$ cat config.mk
export PLATFORM = sky130hd
export DESIGN_NAME = mux_rr_nd_flat
export DESIGN_NICKNAME = d
export VERILOG_FILES = /design/src/rtl/mux_rr_nd_if.sv /design/src/rtl/mux_rr_nd.sv /design/src/flat_wrapper.sv
export SDC_FILE = /design/constraint.sdc
export NUM_CORES = 1
export LEC_CHECK = 0
export CORE_UTILIZATION = 37
export DETAILED_ROUTE_END_ITERATION = 7
export GPL_ROUTABILITY_DRIVEN = 1
export PLACE_DENSITY = 0.93
export RECOVER_POWER = 100
export SLEW_MARGIN = 40
export SYNTH_ARGS = -nofsm -noshare
export SYNTH_HDL_FRONTEND = slang
export SYNTH_SLANG_ARGS = --single-unit
$ cat constraint.sdc
create_clock -name clk -period 6.05 [get_ports clk]
set_input_delay 1.21 -clock clk [delete_from_list [all_inputs] [get_ports clk]]
set_output_delay 1.21 -clock clk [all_outputs]
set_load 0.05 [all_outputs]
$ cat src/rtl/mux_rr_nd_if.sv
// Channel-side and sink-side handshake bundle for mux_rr_nd.
// The master drives the producers and the sink; the slave is the mux itself.
interface mux_rr_nd_if #(
    parameter int WIDTH    = 32,
    parameter int CHANNELS = 4
);
    localparam int SELW = $clog2(CHANNELS);

    logic                         mode;
    logic [SELW-1:0]              mux_ctl;
    logic [CHANNELS*WIDTH-1:0]    din;
    logic [CHANNELS-1:0]          din_valid;
    logic [CHANNELS-1:0]          din_ready;
    logic [WIDTH-1:0]             mux_out;
    logic [SELW-1:0]              out_sel;
    logic                         out_valid;
    logic                         out_ready;

    modport master (
        output mode, mux_ctl, din, din_valid, out_ready,
        input  din_ready, mux_out, out_sel, out_valid
    );

    modport slave (
        input  mode, mux_ctl, din, din_valid, out_ready,
        output din_ready, mux_out, out_sel, out_valid
    );
endinterface

$ cat src/rtl/mux_rr_nd.sv
// N-channel valid/ready mux with fixed or round-robin selection feeding a
// single-entry registered output stage that sustains one word per cycle.
module mux_rr_nd_lane #(
    parameter int WIDTH = 32
) (
    input  logic             grant,
    input  logic             can_accept,
    input  logic             reset,
    input  logic [WIDTH-1:0] din,
    output logic             ready,
    output logic [WIDTH-1:0] data
);
    assign ready = grant && can_accept && !reset;
    // Zero non-granted lanes so the top can OR-reduce instead of muxing.
    assign data  = grant ? din : '0;
endmodule

module mux_rr_nd #(
    parameter int WIDTH    = 32,
    parameter int CHANNELS = 4
) (
    input  logic        clk,
    input  logic        reset,
    mux_rr_nd_if.slave  bus
);
    localparam int SELW = $clog2(CHANNELS);

    logic [SELW-1:0]                 last_grant_q, last_grant_d;
    logic [SELW-1:0]                 out_sel_q, out_sel_d;
    logic [WIDTH-1:0]                mux_out_q, mux_out_d;
    logic                            out_valid_q, out_valid_d;

    logic [SELW-1:0]                 ptr, sel_idx;
    logic [WIDTH-1:0]                data_sel;
    logic                            can_accept, accept;
    logic [CHANNELS-1:0]             sel_oh, grant_fix, rot_valid, rot_grant, grant_rr, grant;
    logic [CHANNELS-1:0]             din_ready;
    logic [2*CHANNELS-1:0]           dbl_valid, dbl_grant;
    logic [CHANNELS-1:0][WIDTH-1:0]  lane_data;

    assign can_accept = !out_valid_q || bus.out_ready;

    // Round-robin: rotate valids so the scan start sits at bit 0, isolate the
    // lowest set bit, then rotate the one-hot back to channel positions.
    always_comb begin
        sel_oh    = {{(CHANNELS-1){1'b0}}, 1'b1} << bus.mux_ctl;
        grant_fix = bus.din_valid & sel_oh;
        ptr       = (last_grant_q == SELW'(CHANNELS-1)) ? '0 : last_grant_q + 1'b1;
        dbl_valid = {bus.din_valid, bus.din_valid} >> ptr;
        rot_valid = dbl_valid[CHANNELS-1:0];
        rot_grant = rot_valid & (~rot_valid + 1'b1);
        dbl_grant = {rot_grant, rot_grant} << ptr;
        grant_rr  = dbl_grant[2*CHANNELS-1:CHANNELS];
        grant     = bus.mode ? grant_rr : grant_fix;
    end

    for (genvar i = 0; i < CHANNELS; i++) begin : g_lane
        mux_rr_nd_lane #(.WIDTH(WIDTH)) u_lane (
            .grant      (grant[i]),
            .can_accept (can_accept),
            .reset      (reset),
            .din        (bus.din[i*WIDTH +: WIDTH]),
            .ready      (din_ready[i]),
            .data       (lane_data[i])
        );
    end

    assign bus.din_ready = din_ready;
    assign accept        = |(bus.din_valid & din_ready);

    always_comb begin
        data_sel = '0;
        sel_idx  = '0;
        for (int i = 0; i < CHANNELS; i++) begin
            data_sel = data_sel | lane_data[i];
            if (grant[i]) sel_idx = sel_idx | SELW'(i);
        end
    end

    always_comb begin
        mux_out_d    = mux_out_q;
        out_sel_d    = out_sel_q;
        out_valid_d  = out_valid_q;
        last_grant_d = last_grant_q;
        if (accept) begin
            mux_out_d   = data_sel;
            out_sel_d   = sel_idx;
            out_valid_d = 1'b1;
            if (bus.mode) last_grant_d = sel_idx;
        end else if (out_valid_q && bus.out_ready) begin
            out_valid_d = 1'b0;
        end
    end

    always_ff @(posedge clk) begin
        if (reset) begin
            mux_out_q    <= '0;
            out_sel_q    <= '0;
            out_valid_q  <= 1'b0;
            last_grant_q <= SELW'(CHANNELS-1);
        end else begin
            mux_out_q    <= mux_out_d;
            out_sel_q    <= out_sel_d;
            out_valid_q  <= out_valid_d;
            last_grant_q <= last_grant_d;
        end
    end

    assign bus.mux_out   = mux_out_q;
    assign bus.out_sel   = out_sel_q;
    assign bus.out_valid = out_valid_q;
endmodule

$ cat src/flat_wrapper.sv
// flat-port wrapper written by rule: the top's interface ports become plain ports
module mux_rr_nd_flat 
#(
    parameter int WIDTH    = 32,
    parameter int CHANNELS = 4
)
  (clk, reset, bus_mode, bus_mux_ctl, bus_din, bus_din_valid, bus_out_ready, bus_din_ready, bus_mux_out, bus_out_sel, bus_out_valid);
  mux_rr_nd_if #(.WIDTH(WIDTH), .CHANNELS(CHANNELS)) bus_i ();
  input  logic clk;
  input  logic reset;
  input wire logic [$bits(bus_i.mode)-1:0] bus_mode;
  input wire logic [$bits(bus_i.mux_ctl)-1:0] bus_mux_ctl;
  input wire logic [$bits(bus_i.din)-1:0] bus_din;
  input wire logic [$bits(bus_i.din_valid)-1:0] bus_din_valid;
  input wire logic [$bits(bus_i.out_ready)-1:0] bus_out_ready;
  output wire logic [$bits(bus_i.din_ready)-1:0] bus_din_ready;
  output wire logic [$bits(bus_i.mux_out)-1:0] bus_mux_out;
  output wire logic [$bits(bus_i.out_sel)-1:0] bus_out_sel;
  output wire logic [$bits(bus_i.out_valid)-1:0] bus_out_valid;
  assign bus_i.mode = bus_mode;
  assign bus_i.mux_ctl = bus_mux_ctl;
  assign bus_i.din = bus_din;
  assign bus_i.din_valid = bus_din_valid;
  assign bus_i.out_ready = bus_out_ready;
  assign bus_din_ready = bus_i.din_ready;
  assign bus_mux_out = bus_i.mux_out;
  assign bus_out_sel = bus_i.out_sel;
  assign bus_out_valid = bus_i.out_valid;
  mux_rr_nd #(.WIDTH(WIDTH), .CHANNELS(CHANNELS)) u_core (.clk(clk), .reset(reset), .bus(bus_i));
endmodule
==> flow_summary_export.csv, run 1 <==
group,metric,value,unit
status,status,"finished, violations left",
status,violations,"max-capacitance violations, max-slew violations",
grt,track_usage,23.72,%
cells_and_area,final_util,68.09,%
placement,port_buffers,176,
clock_network,cts_tree,"yes",
clock_network,clock_latency,0.28,ns
placement,place_congestion,0.7505,
run,max_cap_violations,1,
timing,slew-limit-headroom,-18.69,%
power_and_ir_drop,finalPower,878.2,µW
route,drtIter0Drc,236,
placement,place_hpwl,6079,µm
die,fp-row-count,28,
hold_path,hold_class,"flip-flop to flip-flop",
synthesis,synth_edf_count,0,
synthesis,synth.top_cells.by_area,"dfxtp_1 31%, a222oi_1 14%, a21oi_2 12%",
timing,post-route-period-util,84.19,%
die,initial_core_util,39.14,%
grt,grt_max_degree,38,
clock_network,cts.repair.resized,0,
synthesis,yosys.cell_types.count,39,
timing,fin_skew,0.003081,ns
synthesis,ys.flop_type,"dfxtp_1",
timing,whs,0.4529,ns
cells_and_area,layoutNonFillerInstCount,515,
critical_path,reg2regPathDepth,9,
critical_path,arrival,5.29,ns
cells_and_area,fin_area,4103,µm²
synthesis,syn_inst,280,
critical_path,critPathCaptureType,"flip-flop",
die,die_y,81.84,µm
route,wl_per_cell,16.23,µm
critical_path,crit_path_start,"bus_mode",
synthesis,ys_ff_latch,37,
timing,slew_violations,37,
cells_and_area,nets,578,
timing,hold_violations,0,
synthesis,synth.most_common_cell,"nand2_1",
critical_path,cp-endpoint,"u_core.bus.mux_out[2]",
placement,pre_cts_ws,1.318,ns
timing,tightest_slew,1.780,ns
synthesis,synth_top_cell_area_share,31.41,%
grt,grt_overflow,0,
route,wirelength,8358,µm
synthesis,yosysTopAreaCell,"dfxtp_1",
grt,grt_pass1_wl,12230,µm
timing,fin_crit,5.093,ns
clock_network,h-tree-depth,2,
grt,grt_pass1_vias,2702,
grt,antenna_found_initial,0,
cells_and_area,antenna_cells,0,
cells_and_area,drive_gt1_share,7.727,%
synthesis,async_reset_ff_share,0,%
power_and_ir_drop,leakage,1.516,nW
cells_and_area,fillCellCount,532,
critical_path,cp-start-kind,"input pin",
placement,dpl_cell_area,4086,µm²
synthesis,synth_warnings,0,
route,first_pass_iters,6,
clock_network,cts.sinks,37,
synthesis,ys_seq_area_share,31.41,%
critical_path,r2r-end,"u_core.bus.mux_out[2]",
critical_path,crit_type,"input pin to flip-flop",
timing,fin_setup_tns,0,ns
synthesis,avgSynthCellArea,8.423,µm²
power_and_ir_drop,power.density,214.1,nW/µm²
critical_path,r2r_start,"u_core.last_grant_q[0]",
synthesis,synth_nets,419,
die,dieWidth,81.84,µm
clock_network,clk_pin_slew,0.07,ns
timing,setup_viol,0,
critical_path,crit_required,6.25,ns
die,die_area,6698,µm²
power_and_ir_drop,peakVddDrop,0.1036,mV
timing,fmax,196.3,MHz
timing,rsz0062_at_grt,"false",
clock_network,cts-root-buf,"clkbuf_8",
route,drc,0,
clock_network,numCtsBuffers,5,
critical_path,crit_fanout,36,
timing,setup_slack,0.9566,ns
critical_path,rrSetupSlack,1.90,ns
route,vias,2838,
placement,place_inst,507,
clock_network,cts_setup_buffers,0,
die,fp.coreArea,6026,µm²
clock_network,ctsHoldBuffers,0,
clock_network,cts_buffer_depth,2,
cells_and_area,syn_to_final_growth,73.95,%
synthesis,netlist_top_cells_count,"68 x nand2_1, 37 x dfxtp_1, 32 x a21o_1, 32 x a21oi_2, 32 x a222oi_1",
route,ant_nets,0,
die,ios,177,
route,via_per_inst,5.511,
synthesis,syn_area,2359,µm²
[power by group]
part	total [mW]	internal [mW]	switching, mW	leakage, nW
combinational	0.433	0.190	0.244	1.17
sequential	0.282	0.269	0.0129	0.302
clock	0.163	0.0818	0.0811	0.0395
total	0.878	0.541	0.338	1.52
[cells by family after synthesis]
logic type                 share of synthesized area, %
AOI/OAI and AO/OA                                 42.65
and+or+nand+nor                                   16.92
DFF                                               31.41
buffers and inverters                             8.064
muxes                                            0.4244
adders and majority gates                        0.5304
[registers in the layout, summed over array words and instances (netlist names)]
name and cells:
u_core.bus.out_sel 2, u_core.bus.mux_out 32, u_core.bus.out_valid 1, u_core.last_grant_q 2
[per-layer routing]
metal	wire, µm	vias up	GRT usage (%)
li1	-	1377	-
met1	3090	1296	24.80
met2	4216	150	44.30
met3	897	15	6.000
met4	153	0	10.18
met5	0	-	0
[worst max-delay path, stage by stage]
cell           delay (ns)
dlygate4sd3_1        0.75
nor3b_1              0.34
a22oi_1              0.20
a21boi_4             0.18
clkbuf_1             1.29
o41ai_4              0.20
clkbuf_1             0.59
a21o_1               0.34
a21oi_1              0.17
[how the worst min path moves through the flow]
stage / startpoint / end / slack [ns] / cells after the start
2_1_floorplan: u_core.last_grant_q[1] / u_core.last_grant_q[1] / 0.44 / 2
3_3_place_gp: u_core.bus.mux_out[27] / u_core.bus.mux_out[27] / 0.45 / 2
3_5_place_dp: u_core.bus.mux_out[26] / u_core.bus.mux_out[26] / 0.45 / 2
4_1_cts: u_core.bus.mux_out[26] / u_core.bus.mux_out[26] / 0.46 / 2
5_1_grt: u_core.bus.mux_out[5] / u_core.bus.mux_out[5] / 0.47 / 2
6_report: u_core.bus.mux_out[26] / u_core.bus.mux_out[26] / 0.45 / 2
[cells in the final DEF (no fill, tap or decap)]
cell type,synthesis,routed
nor2b_1,2,2
nor3b_1,1,1
or2_2,1,1
a222oi_1,32,32
and2_1,4,4
buf_2,2,1
nor3_1,2,2
o311ai_0,1,1
a21oi_1,3,17
buf_4,4,3
a31oi_1,2,2
nor2_1,7,7
a211oi_1,1,1
clkbuf_1,15,6
o21ai_0,4,4
ha_1,1,1
nand2b_1,1,1
clkbuf_8,0,5
and3_1,1,1
o31ai_1,1,1
dlygate4sd3_1,0,40
inv_1,2,2
a22oi_1,1,1
a21oi_2,32,18
nand4b_1,1,1
o21ai_2,1,1
nand2_1,68,68
nand3_1,2,2
nor4bb_1,1,1
a21boi_4,0,2
o41ai_4,1,1
dfxtp_1,37,37
a31o_2,1,1
a311o_1,1,1
clkdlybuf4s50_1,0,135
mux2i_1,1,1
nand4_1,1,1
a21o_1,32,32
a41oi_1,1,1
and2_4,1,1
[area by class of cell]
type / instances / area (µm²) / share of cell area, %
Timing Repair Buffer: 182 / 1790 / 43.64
Multi-Input combinational cell: 211 / 1390 / 33.88
Sequential cell: 37 / 740.7 / 18.05
Tap cell: 75 / 93.84 / 2.287
Clock buffer: 8 / 80.08 / 1.952
Inverter: 2 / 7.507 / 0.1830
Power figures use the tool's default switching activity.
==> run 2, diff against run 1 <==
--- a/config.mk
+++ b/config.mk
@@ -5,10 +5,10 @@
 export SDC_FILE = /design/constraint.sdc
 export NUM_CORES = 1
 export LEC_CHECK = 0
-export CORE_UTILIZATION = 37
+export CORE_UTILIZATION = 31
 export DETAILED_ROUTE_END_ITERATION = 7
 export GPL_ROUTABILITY_DRIVEN = 1
-export PLACE_DENSITY = 0.93
+export PLACE_DENSITY = 0.83
 export RECOVER_POWER = 100
 export SLEW_MARGIN = 40
 export SYNTH_ARGS = -nofsm -noshare
==> constraint.sdc (replaced) <==
create_clock -name clk -period 4.25 [get_ports clk]
set_input_delay 0.85 -clock clk [delete_from_list [all_inputs] [get_ports clk]]
set_output_delay 0.85 -clock clk [all_outputs]
set_load 0.05 [all_outputs]
==> run 2 against run 1 <==
Hold slack worse by 0.0025 ns. Register-to-register slack worse by 0.90 ns. Clock skew rose by 0.0058 ns. Wire length shrank 1.7%. Sequential cell count did not move. Sequential power increased by 43%. Critical path depth fell by 1. The run ends with design-rule violations left. Clock power increased by 90%. Core utilization shrank 10 points. Largest power group unchanged. Highest routed layer unchanged.
==> flow_summary_export.csv, run 2 (synthesized netlist as in run 1, its figures left out) <==
group,metric,value,unit
route,wl_per_cell,15.18,µm
power_and_ir_drop,leakage,1.549,nW
power_and_ir_drop,peakVddDrop,0.1428,mV
route,ant_nets,0,
clock_network,h-tree-depth,2,
critical_path,arrival,3.93,ns
die,initial_core_util,32.34,%
clock_network,cts_tree,"yes",
timing,fin_setup_tns,0,ns
critical_path,critPathSlowestCell,"o41ai_2",
grt,track_usage,20.30,%
cells_and_area,layout_common_cells,"134 x clkdlybuf4s50_1, 68 x nand2_1, 37 x dlygate4sd3_1, 37 x dfxtp_1",
critical_path,path_delay_family,"compound AO/OA/AOI/OAI gates",
cells_and_area,layoutNonFillerInstCount,541,
status,status,"finished, violations left",
clock_network,cts_buffer_depth,2,
cells_and_area,antenna_cells,0,
route,wirelength,8213,µm
timing,setup_slack,0.4798,ns
clock_network,cts_setup_buffers,0,
timing,slew-limit-headroom,35.19,%
power_and_ir_drop,finalPower,1.336,mW
critical_path,cp_cell_sequence,"dlygate4sd3_1, and2_0, a311o_1, and2_4, o41ai_2, clkbuf_2, a21o_1, a21oi_2",
die,fp-row-count,31,
critical_path,crit_required,4.41,ns
timing,hold_violations,0,
placement,place_congestion,0.8297,
cells_and_area,fillCellCount,679,
hold_path,hold_depth,2,
placement,port_buffers,176,
clock_network,cts.sinks,37,
run,max_cap_violations,0,
cells_and_area,syn_to_final_growth,78.25,%
timing,fin_crit,3.770,ns
cells_and_area,nets,580,
clock_network,clock_latency,0.29,ns
status,violations,"design-rule violations",
die,die_area,7961,µm²
timing,rsz0062_at_grt,"false",
timing,post-route-period-util,88.71,%
route,drc,7,
critical_path,crit_fanout,36,
critical_path,crit_buf_inv,2,
hold_path,hold_class,"flip-flop to flip-flop",
die,ios,177,
power_and_ir_drop,power.density,317.8,nW/µm²
critical_path,max_stage_delay,0.91,ns
cells_and_area,final_util,57.65,%
grt,grt_pass1_wl,12600,µm
timing,slew_violations,0,
placement,place_hpwl,6115,µm
die,dieWidth,89.23,µm
critical_path,crit_type,"input pin to flip-flop",
critical_path,r2r-end,"u_core.bus.mux_out[19]",
placement,place_inst,533,
die,fp.coreArea,7292,µm²
grt,grt_pass1_vias,2721,
die,die_y,89.23,µm
timing,setup_viol,0,
grt,grt_max_degree,44,
route,drtIter0Drc,195,
critical_path,rrSetupSlack,1.00,ns
cells_and_area,layout_commonest_cell,"clkdlybuf4s50_1",
grt,grt_overflow,0,
route,first_pass_iters,8,
critical_path,cp-start-kind,"input pin",
critical_path,critPathCaptureType,"flip-flop",
timing,fmax,265.2,MHz
clock_network,numCtsBuffers,5,
clock_network,cts.repair.resized,0,
hold_path,min_to,"u_core.bus.out_sel[0]",
grt,antenna_found_initial,0,
critical_path,reg2regPathDepth,8,
cells_and_area,drive_gt1_share,10.18,%
critical_path,r2r_start,"u_core.last_grant_q[0]",
hold_path,worstHoldStart,"u_core.bus.out_sel[0]",
clock_network,ctsHoldBuffers,0,
timing,fin_skew,0.008843,ns
clock_network,cts-root-buf,"clkbuf_8",
timing,tightest_slew,0.9617,ns
route,via_per_inst,5.261,
clock_network,clk_pin_slew,0.08,ns
placement,pre_cts_ws,0.6248,ns
cells_and_area,largest_register_ffs,32,
route,vias,2846,
[run 2: per-layer routing]
metal	share of wire [%]	wire, µm	track usage [%]	vias to the layer above
li1	-	-	-	1380
met1	39	3186	23.47	1320
met2	51	4189	36.43	142
met3	9.4	769	6.464	4
met4	0.83	68	4.762	0
met5	0	0	0	-
[run 2: cell type report]
type / count / area (µm²) / area share (%)
inverter: 2 / 7.507 / 0.1786
multi-input combinational: 211 / 1379 / 32.80
clock inverter: 3 / 46.29 / 1.101
tap: 99 / 123.9 / 2.946
timing repair buffer: 184 / 1838 / 43.72
clock buffer: 5 / 68.82 / 1.637
sequential: 37 / 740.7 / 17.62
[run 2: worst max path at each step]
stage	startpoint	to	slack (ns)	depth (start not counted)
3_5_place_dp	bus_mode	u_core.bus.mux_out[18]	0.62	8
2_1_floorplan	bus_mode	bus_din_ready[2]	1.06	7
5_1_grt	bus_mode	u_core.bus.mux_out[17]	0.31	8
3_3_place_gp	bus_mode	u_core.bus.mux_out[2]	0.78	8
6_report	bus_mode	u_core.bus.mux_out[19]	0.48	8
4_1_cts	bus_mode	bus_din_ready[3]	0.73	6
[run 2: power breakdown]
| group | internal (mW) | leakage [nW] | total (mW) | switching, mW |
|---|---|---|---|---|
| logic | 0.278 | 1.19 | 0.624 | 0.346 |
| registers | 0.383 | 0.302 | 0.402 | 0.0191 |
| clock network | 0.176 | 0.0543 | 0.309 | 0.134 |
[run 2: worst reg2reg max path, cell delays in order, from the launching register on]
cell and delay, ns:
dfxtp_1 0.45, ha_1 0.35, and2_0 0.21, a311o_1 0.29, and2_4 0.27, o41ai_2 0.92
clkbuf_2 0.43, a21o_1 0.15, a21oi_2 0.05
[run 2: metrics by stage]
| stage | cell area (µm²) | hold slack (ns) |
|---|---|---|
| after global placement | 4159 | 0.4411 |
| final | 4204 | 0.4504 |
| after floorplan | 2359 | 0.4435 |
| after global routing | 4204 | 0.4715 |
| after CTS | 4274 | 0.4596 |
| after detailed placement | 4159 | 0.4507 |
